$ cat config.mk
export PLATFORM = sky130hd
export DESIGN_NAME = execute_muldiv_unit
export DESIGN_NICKNAME = d
export VERILOG_FILES = /design/src/rtl/execute_muldiv_unit.sv
export SDC_FILE = /design/constraint.sdc
export NUM_CORES = 1
export LEC_CHECK = 0
export BUFFER_PORTS_ARGS = -buffer_cell sky130_fd_sc_hd__buf_2
export CORE_AREA = 3 3 192 194
export CTS_CLUSTER_SIZE = 8
export DETAILED_ROUTE_END_ITERATION = 16
export DIE_AREA = 0 0 195 197
export SLEW_MARGIN = 25
export SYNTH_ARGS = -nofsm -noshare
export SYNTH_HDL_FRONTEND = slang
export SYNTH_SLANG_ARGS = --single-unit
export TNS_END_PERCENT = 30
$ cat constraint.sdc
create_clock -name CLK -period 8.1 [get_ports CLK]
set_input_delay 0.81 -clock CLK [delete_from_list [all_inputs] [get_ports CLK]]
set_output_delay 0.81 -clock CLK [all_outputs]
set_load 0.1 [all_outputs]
$ cat src/rtl/execute_muldiv_unit.sv
// Iterative RV32M multiply/divide unit for the Execute stage.
// Takes one radix-2 step per cycle and stalls the pipeline until the result is ready.
module execute_muldiv_unit #(
  parameter int XLEN = 32
) (
  input  logic            CLK,
  input  logic            RST,
  input  logic            Flush_E,
  input  logic            MD_En_E,
  input  logic [2:0]      MD_Op_E,
  input  logic [XLEN-1:0] SrcA_E,
  input  logic [XLEN-1:0] SrcB_E,
  output logic            MD_Stall,
  output logic            MD_Valid_E,
  output logic [XLEN-1:0] MD_Result_E
);

  typedef enum logic [1:0] {IDLE, CALC, DONE} state_t;

  state_t              state_reg;
  logic [4:0]          count_reg;
  logic [2*XLEN-1:0]   work_reg;
  logic [XLEN-1:0]     opnd_reg;
  logic [2:0]          op_reg;
  logic                sign_a_reg;
  logic                sign_b_reg;
  logic [XLEN-1:0]     result_reg;

  // Operand decode for the start cycle
  logic            is_div, signed_a, signed_b, sign_a, sign_b;
  logic            div_zero, div_ovf;
  logic [XLEN-1:0] abs_a, abs_b, special_result;

  assign is_div   = MD_Op_E[2];
  assign signed_a = (MD_Op_E != 3'b011) && (MD_Op_E != 3'b101) && (MD_Op_E != 3'b111);
  assign signed_b = signed_a && (MD_Op_E != 3'b010);
  assign sign_a   = signed_a & SrcA_E[XLEN-1];
  assign sign_b   = signed_b & SrcB_E[XLEN-1];
  assign abs_a    = sign_a ? -SrcA_E : SrcA_E;
  assign abs_b    = sign_b ? -SrcB_E : SrcB_E;
  assign div_zero = is_div && (SrcB_E == '0);
  assign div_ovf  = ((MD_Op_E == 3'b100) || (MD_Op_E == 3'b110)) &&
                    (SrcA_E == {1'b1, {(XLEN-1){1'b0}}}) && (SrcB_E == '1);
  // REM/REMU have op[1] set; they return the remainder flavour of the special case
  assign special_result = div_zero ? (MD_Op_E[1] ? SrcA_E : '1)
                                   : (MD_Op_E[1] ? '0 : {1'b1, {(XLEN-1){1'b0}}});

  // One iteration step: shift-add for multiply, restoring shift-subtract for divide
  logic [XLEN:0]     mul_sum;
  logic [XLEN:0]     div_diff;
  logic [2*XLEN-1:0] mul_next, div_next, step_next;

  assign mul_sum   = {1'b0, work_reg[2*XLEN-1:XLEN]} + (work_reg[0] ? {1'b0, opnd_reg} : '0);
  assign mul_next  = {mul_sum, work_reg[XLEN-1:1]};
  assign div_diff  = work_reg[2*XLEN-1:XLEN-1] - {1'b0, opnd_reg};
  assign div_next  = div_diff[XLEN] ? {work_reg[2*XLEN-2:0], 1'b0}
                                    : {div_diff[XLEN-1:0], work_reg[XLEN-2:0], 1'b1};
  assign step_next = op_reg[2] ? div_next : mul_next;

  // Sign fix-up applied to the final step's value
  logic [2*XLEN-1:0] prod_fix;
  logic [XLEN-1:0]   quot_raw, rem_raw, quot_fix, rem_fix, final_result;

  assign prod_fix = (sign_a_reg ^ sign_b_reg) ? -step_next : step_next;
  assign quot_raw = step_next[XLEN-1:0];
  assign rem_raw  = step_next[2*XLEN-1:XLEN];
  assign quot_fix = (sign_a_reg ^ sign_b_reg) ? -quot_raw : quot_raw;
  assign rem_fix  = sign_a_reg ? -rem_raw : rem_raw;

  always_comb begin
    final_result = prod_fix[2*XLEN-1:XLEN];
    case (op_reg)
      3'b000:         final_result = prod_fix[XLEN-1:0];
      3'b100, 3'b101: final_result = quot_fix;
      3'b110, 3'b111: final_result = rem_fix;
      default:        final_result = prod_fix[2*XLEN-1:XLEN];
    endcase
  end

  always_ff @(posedge CLK or negedge RST) begin
    if (!RST) begin
      state_reg  <= IDLE;
      count_reg  <= '0;
      work_reg   <= '0;
      opnd_reg   <= '0;
      op_reg     <= '0;
      sign_a_reg <= 1'b0;
      sign_b_reg <= 1'b0;
      result_reg <= '0;
    end else if (Flush_E) begin
      state_reg <= IDLE;
    end else begin
      case (state_reg)
        IDLE: begin
          if (MD_En_E) begin
            op_reg     <= MD_Op_E;
            sign_a_reg <= sign_a;
            sign_b_reg <= sign_b;
            if (div_zero || div_ovf) begin
              result_reg <= special_result;
              state_reg  <= DONE;
            end else begin
              work_reg  <= is_div ? {{XLEN{1'b0}}, abs_a} : {{XLEN{1'b0}}, abs_b};
              opnd_reg  <= is_div ? abs_b : abs_a;
              count_reg <= '0;
              state_reg <= CALC;
            end
          end
        end
        CALC: begin
          work_reg  <= step_next;
          count_reg <= count_reg + 5'd1;
          if (count_reg == 5'd31) begin
            result_reg <= final_result;
            state_reg  <= DONE;
          end
        end
        // Leaving DONE unconditionally keeps a still-asserted enable from restarting
        DONE:    state_reg <= IDLE;
        default: state_reg <= IDLE;
      endcase
    end
  end

  assign MD_Stall    = ((state_reg == IDLE) && MD_En_E && !Flush_E) || (state_reg == CALC);
  assign MD_Valid_E  = (state_reg == DONE);
  assign MD_Result_E = result_reg;

endmodule

# Word-level counts from Yosys, hierarchy flattened
# Index checks and enable logic that the tools add are counted.
# word_totals
register_bits	140
latch_bits	0
ramBits	0
rom_bits	0
in_bits	71
output_inout_bits	34
wordCells	94
mem_count	0
# classes
addsub	8
n_mul	0
div_mod_pow	0
magnitude_cmp	0
eq_ne	21
shifts	0
mux	29
bitwise	5
n_reduce_logical	23
# ops
operator	count
$mux W32	13
$mux W64	5
$neg A32 Y32	4
$pmux W64 S2	1
$pmux W32 S3	1
$eq A32 B32 Y1 const B	2
$neg A64 Y64	1
$pmux W32 S2	1
$add A32 B32 Y33	1
$sub A33 B32 Y33	1
$logic_not A32 Y1	1
$eq A3 B3 Y1 const B	6
$ne A3 B3 Y1 const B	4
$mux W5	2
$pmux W5 S2	1
$logic_and A1 B1 Y1	8
$mux W2	4
$ne A2 B2 Y1 const B	4
$reduce_and A4 Y1	2
$ne A3 B2 Y1 const B	2
$add A5 B1 Y5 const B	1
$eq A5 B5 Y1 const B	1
$reduce_and A5 Y1	1
$pmux W2 S2	1
other kinds (13)	18

# Logic depth before layout (Yosys ltp)
# Gate-level depths: netlist (run 1).
# depth
depth_word	10
depth_mapped	26

# Worst setup path after synthesis (run 1)
# OpenSTA, ideal clock, no wires.
# synth_timing
path_type	register -> register
startpoint	register work_reg[31]
endpoint	register result_reg[30], in the netlist MD_Result_E[30]
setup_time_ps	128
arrival_time_ps	5282
t_required_ps	7972
setup_slack_ps	2690
path_stages_with_launch	26
n_path_buf	1
cell_sequence	dfrtp_1 inv_1 ha_1 inv_1 fa_1 a21o_1 a221oi_4 o211ai_4 and3_4 nor3_2 buf_6 o31ai_2 inv_1 ha_1 nor2b_1 o221a_2 or4b_1 nor4_2 nand2_1 nor3_2 and2_1 nand3_1 or3_1 or4_1 nand3_1 o21ai_1
# synth_between
elab_chain_cells	8
elab_cells_between_ends	12
# synth_lines
element	line	source
start: declaration	22	logic [2*XLEN-1:0] work_reg;
start signal: assignment	103	work_reg <= is_div ? {{XLEN{1'b0}}, abs_a} : {{XLEN{1'b0}}, abs_b};
start signal: assignment	111	work_reg <= step_next;
$sub A33 B32 Y33	55	assign div_diff = work_reg[2*XLEN-1:XLEN-1] - {1'b0, opnd_reg};
$mux W64	56	assign div_next = div_diff[XLEN] ? {work_reg[2*XLEN-2:0], 1'b0}
$mux W64 *	58	assign step_next = op_reg[2] ? div_next : mul_next;
$neg A64 Y64, or another cell as far along	64	assign prod_fix = (sign_a_reg ^ sign_b_reg) ? -step_next : step_next;
$mux W64, or another cell as far along	64	
$pmux W32 S3 *	72	case (op_reg)
$mux W32 *	113	if (count_reg == 5'd31) begin
$pmux W32 S2 *	93	case (state_reg)
end signal: assignment	100	result_reg <= special_result;
end signal: assignment	114	result_reg <= final_result;
end: declaration	27	logic [XLEN-1:0] result_reg;
# Mark *: on every way between the ends. The rest lies on a longest branch, timed or not. The select of a mux whose other input is x is not followed.
# A chain may end at the register's enable or synchronous reset.

# Worst setup path after layout (run 1)
# layout_timing
startpoint	register work_reg[31]
endpoint	register result_reg[10], in the netlist MD_Result_E[10]
# The elaborated chain is that of the path after synthesis.

==> results of run 1 <==
==> cell usage after synthesis, drive strengths merged (11+ instances only) <==
cell / count
nand2: 296
o21ai: 219
nor2: 209
a21oi: 188
dfrtp: 140
xnor2: 111
clkbuf: 85
ha: 71
inv: 69
nand3: 61
xor2: 58
buf: 56
nor3: 52
and2: 49
a31oi: 41
o31ai: 39
mux2i: 36
a21o: 35
a221oi: 31
nand4: 29
a211oi: 26
or3: 23
and3: 22
mux2: 21
o211ai: 20
nor4: 18
o221ai: 18
nand2b: 13
o21a: 12
or4: 11
==> logic make-up after synthesis <==
family,count (synthesis),share of synthesized area (%)
multiplexers,57,3.766
AO/OA/AOI/OAI,741,29.88
buffers and inverters,213,5.413
XOR/XNOR,169,9.149
adder cells (fa/ha/maj),73,5.738
AND/OR/NAND/NOR,828,24.40
flip-flops,140,21.65
==> area by class of cell <==
cell class | count | area [µm²] | area share (%)
inverters | 72 | 270.3 | 1.535
multi-input cells | 1868 | 11840 | 67.27
well taps | 461 | 576.8 | 3.276
clock inverters | 14 | 206.4 | 1.173
flip-flops and latches | 140 | 3508 | 19.93
repair buffers | 136 | 770.7 | 4.378
clock buffers | 18 | 429.2 | 2.438
==> metal layers <==
metal / share of wire (%) / track usage [%]
met4: 5.5 / 17.24
met2: 45 / 53.76
met1: 42 / 45.01
met5: 0 / 0
met3: 7.8 / 5.744
==> metrics by stage <==
stage	instance area, µm²	setup slack [ns]
floorplan	16180	2.690
global placement	16960	2.133
detailed placement	16970	2.042
CTS	17600	2.029
global route	17600	1.432
finish	17600	1.885
==> final timing paths <==
kind                              start         endpoint  depth (start not counted)  slack (ns)
setup reg to reg           work_reg[31]  MD_Result_E[10]                         24        1.88
hold reg to reg            count_reg[4]     count_reg[4]                          2        0.48
min in group CLK           count_reg[4]     count_reg[4]                          2        0.48
hold / removal                      RST     opnd_reg[30]                          1        0.36
setup / recovery           work_reg[31]  MD_Result_E[10]                         24        1.88
max in group asynchronous           RST        op_reg[2]                          2        6.66
==> power by group <==
group	total (mW)	internal (mW)	switching, mW
clock	0.889	0.523	0.366
combinational	3.18	1.08	2.10
sequential	0.998	0.814	0.184
total	5.07	2.42	2.65
==> results.json, run 1 <==
{
  "outcome": "completed",
  "grt_pass1_vias": 16220,
  "synth_seq_area_share_pct": 21.65,
  "die_area_mm2": 0.03842,
  "syn_avg_cell_area_um2": 7.285,
  "syn_area_mm2": 0.01618,
  "synth.top_cell.area_share_pct": 21.65,
  "drt_iter0_markers": 2141,
  "diodes": 0,
  "cp_slowest_cell": "or4b_1",
  "root_buffer": "clkbuf_16",
  "slowest_delay_ns": 0.51,
  "p_total_mw": 5.068,
  "clk_pin_slew_ns": 0.07,
  "vias": 17460,
  "dieHeight_um": 197,
  "final_common_cell": "nand2_1",
  "final_cell_mix": "292 x nand2_1, 207 x nor2_1, 199 x o21ai_0",
  "required_ns": 8.40,
  "ir_drop_v": 0.0001721,
  "drt_pre_antenna_iters": 8,
  "maxCapViolations": 0,
  "cts_resized": 0,
  "hold_path_class": "in2async",
  "ys_dominant_reg_cell": "dfrtp_1",
  "period_minus_slack_ns": 6.215,
  "grt.overflow.total": 0,
  "critPathBufInv": 3,
  "worst_slew_margin_rel_pct": 33.45,
  "h-tree-depth": 4,
  "worst_slew_pin_slew_ns": 0.9915,
  "cts_buffers": 17,
  "routabilityCongestion": 1.000,
  "path_cells": "inv_1 > ha_1 > inv_1 > fa_1 > a21o_1 > a221oi_4 > o211ai_4 > and3_4 > nor3_2 > o31ai_2 > inv_1 > ha_1 > nor2b_1 > o221a_2 > or4b_1 > nor4_2 > nand2_1 > nor3_1 > nand2_1 > nor3_1 > a21oi_1 > xor2_1 > a221oi_1 > o221ai_1",
  "crit_type": "reg2reg",
  "ant_nets": 0,
  "grt_pass1_wl_mm": 100.9,
  "synth_top_area_cell": "dfrtp_1",
  "cp-end-kind": "flip-flop",
  "coreArea_mm2": 0.03540,
  "drc": 0,
  "cts_tree": "yes",
  "whs_ns": 0.3577,
  "start_kind": "flip-flop",
  "synth_edf_count": 0,
  "cp_max_fo": 9,
  "setup_viol": 0,
  "fillers": 3629,
  "power.leakage_nw": 7.420,
  "antenna_found_initial": 0,
  "ys_types": 105,
  "cts_hold_buffers": 0,
  "place_inst": 2677,
  "vias_per_cell": 6.446,
  "cp_top_family": "simple AND/OR/NAND/NOR gates",
  "layoutNonFillerInstCount": 2709,
  "async_reset_ff_share_pct": 100.0,
  "synthCells": 2221,
  "layout.nets": 2379,
  "yosys_warnings": 0,
  "rows": 69,
  "die_w_um": 195,
  "grt_util_all_layers_pct": 33.99,
  "crit_path_frequent_cell": "inv_1",
  "skew_ns": 0.01335,
  "syn_nets": 2365,
  "clockBufferDepth": 2,
  "initial_utilization_pct": 45.71,
  "wl_per_cell_um": 24.80,
  "dp_hpwl_mm": 52.32,
  "grt_max_degree": 97,
  "drv_slew": 0,
  "cts_setup_buffers": 0,
  "grt_setup_unrepaired": "no",
  "clk_latency_ns": 0.45,
  "area_growth_pct": 8.808,
  "io_buffers": 104,
  "ios": 105,
  "fmax_mhz": 160.9,
  "routed_wl_mm": 67.19,
  "final_util_pct": 49.73,
  "powerDensity_mw_per_mm2": 287.9,
  "finalCritPeriodShare_pct": 76.73,
  "hold_viol": 0,
  "synth_area_leaders": "dfrtp_1 22%, nand2_1 6.8%, o21ai_0 6.2%, xnor2_1 6.0%, a21oi_1 5.8%",
  "drive_above_1_share_pct": 11.57,
  "fin_tns_setup_ns": 0,
  "cts.sinks": 140,
  "synth-seq-cells": 140,
  "largest_reg_flops": 64,
  "cp.arrival_ns": 6.51
}
Note: power is estimated with default switching activity, not from simulation.
==> run 2: changes to the inputs <==
- clock period: 8.1 -> 5.8 ns (I/O delays scaled with it)
==> run 2 against run 1 <==
  * Clock power increased by 45%
  * Via count up 2.5%
  * Power grew 46%
  * Global-route usage up 1.3 points
  * Sequential share of layout area down 0.63 points
  * Non-clock buffer count increased by 69
  * Cell count grew 2.5%
  * Flip-flop and latch count stayed put
  * Hold slack worse by 0.16 ns
  * Highest routed layer unchanged
  * Worst setup slack worse by 1.6 ns
==> results.json, run 2 (synthesis gave the netlist of run 1 again) <==
{
  "grt_max_degree": 104,
  "hold_path_class": "in2async",
  "drv_slew": 0,
  "place_ws_ns": 0.1207,
  "outcome": "completed",
  "clockBufferDepth": 2,
  "routed_wl_mm": 69.83,
  "vias_per_cell": 6.440,
  "layoutNonFillerInstCount": 2778,
  "cts_hold_buffers": 0,
  "cts.sinks": 140,
  "fin_area_mm2": 0.01818,
  "cp.arrival_ns": 5.84,
  "hold_viol": 0,
  "r2r_slack_ns": 0.28,
  "powerDensity_mw_per_mm2": 407.9,
  "path_cells": "inv_1 > ha_1 > inv_1 > fa_1 > a21o_1 > a221oi_4 > o211ai_4 > and3_4 > nor3_2 > o31ai_2 > inv_1 > ha_1 > nor2b_1 > o221a_2 > or4b_1 > nor4_4 > nand2_2 > nor3_4 > and2_2 > nand3_1 > or3_1 > or4_1 > nand3_1 > o21ai_1",
  "grt_pass1_wl_mm": 104.7,
  "cp-end-kind": "flip-flop",
  "slowest_delay_ns": 0.52,
  "fillers": 3572,
  "drc": 0,
  "place_inst": 2745,
  "die_area_mm2": 0.03842,
  "period_minus_slack_ns": 5.515,
  "layout.nets": 2448,
  "grt_pass1_vias": 16810,
  "dp_hpwl_mm": 54.62,
  "cp-startpoint": "work_reg[31]",
  "ant_nets": 0,
  "power.leakage_nw": 7.789,
  "start_kind": "flip-flop",
  "die_w_um": 195,
  "skew_ns": 0.01646,
  "crit_path_frequent_cell": "inv_1",
  "cp_slowest_cell": "or4b_1",
  "r2r_cells": 24,
  "drt_pre_antenna_iters": 8,
  "initial_utilization_pct": 45.71,
  "crit_type": "reg2reg",
  "ir_drop_v": 0.0002430,
  "cts_tree": "yes",
  "io_buffers": 104,
  "routabilityCongestion": 0.9755,
  "clk_latency_ns": 0.45,
  "drt_iter0_markers": 2281,
  "maxCapViolations": 0,
  "area_growth_pct": 12.34,
  "fin_tns_setup_ns": 0,
  "drive_above_1_share_pct": 14.46,
  "wl_per_cell_um": 25.14,
  "setup_viol": 0,
  "path_depth": 24,
  "final_util_pct": 51.35,
  "final_cell_mix": "291 x nand2_1, 207 x nor2_1, 199 x o21ai_0",
  "grt.overflow.total": 0,
  "clk_pin_slew_ns": 0.07,
  "final_common_cell": "nand2_1",
  "r2r-start": "work_reg[31]",
  "vias": 17890,
  "setup_slack_ns": 0.2849,
  "antenna_found_initial": 0,
  "fmax_mhz": 181.3,
  "required_ns": 6.12,
  "critPathBufInv": 3,
  "largest_reg_flops": 64,
  "cp_max_fo": 5,
  "finalCritPeriodShare_pct": 95.09,
  "h-tree-depth": 4,
  "ios": 105,
  "coreArea_mm2": 0.03540,
  "rows": 69,
  "cts_buffers": 17,
  "reg2reg_to": "MD_Result_E[30]",
  "grt_util_all_layers_pct": 35.29,
  "root_buffer": "clkbuf_16",
  "worst_slew_margin_rel_pct": 27.18,
  "dieHeight_um": 197,
  "worst_slew_pin_slew_ns": 1.085,
  "grt_setup_unrepaired": "no",
  "cp_top_family": "simple AND/OR/NAND/NOR gates",
  "diodes": 0,
  "place_area_mm2": 0.01747
}
==> run 2: worst max path at each step <==
stage	to	slack, ns
finish	MD_Result_E[30]	0.28
CTS	MD_Result_E[30]	0.10
detailed placement	MD_Result_E[30]	0.12
floorplan	MD_Result_E[30]	0.39
global route	MD_Result_E[30]	0.003
global placement	MD_Result_E[30]	0.20
==> run 2: timing repair <==
action	in CTS	in global routing
resized for setup	0	8
setup buffers	0	1
setup endpoints to repair	0	11
==> run 2: final cells by class <==
type	count	area, µm²	area share (%)
Timing Repair Buffer	205	1285	7.070
Inverter	72	270.3	1.487
Clock buffer	17	425.4	2.340
Sequential cell	140	3508	19.30
Multi-Input combinational cell	1868	11880	65.35
Clock inverter	15	232.7	1.280
Tap cell	461	576.8	3.173
==> run 2: metal layers <==
metal  GRT usage (%)  share of wire (%)  wire [µm]
met1           47.80                 42      29330
met3           4.222                7.2       5050
met5               0                  0          0
met2           55.69                 45      31370
met4           18.22                5.8       4077
==> run 2: through the flow <==
stage	total power, mW	hold slack (ns)
floorplan	4.385	0.2844
global placement	5.929	0.4554
detailed placement	5.963	0.4823
CTS	7.263	0.2331
global route	7.793	0.2625
finish	7.413	0.1984
==> run 2: report_power, final <==
group | switching [mW] | internal, mW
clock network | 0.513 | 0.773
registers | 0.228 | 1.14
logic | 3.06 | 1.70
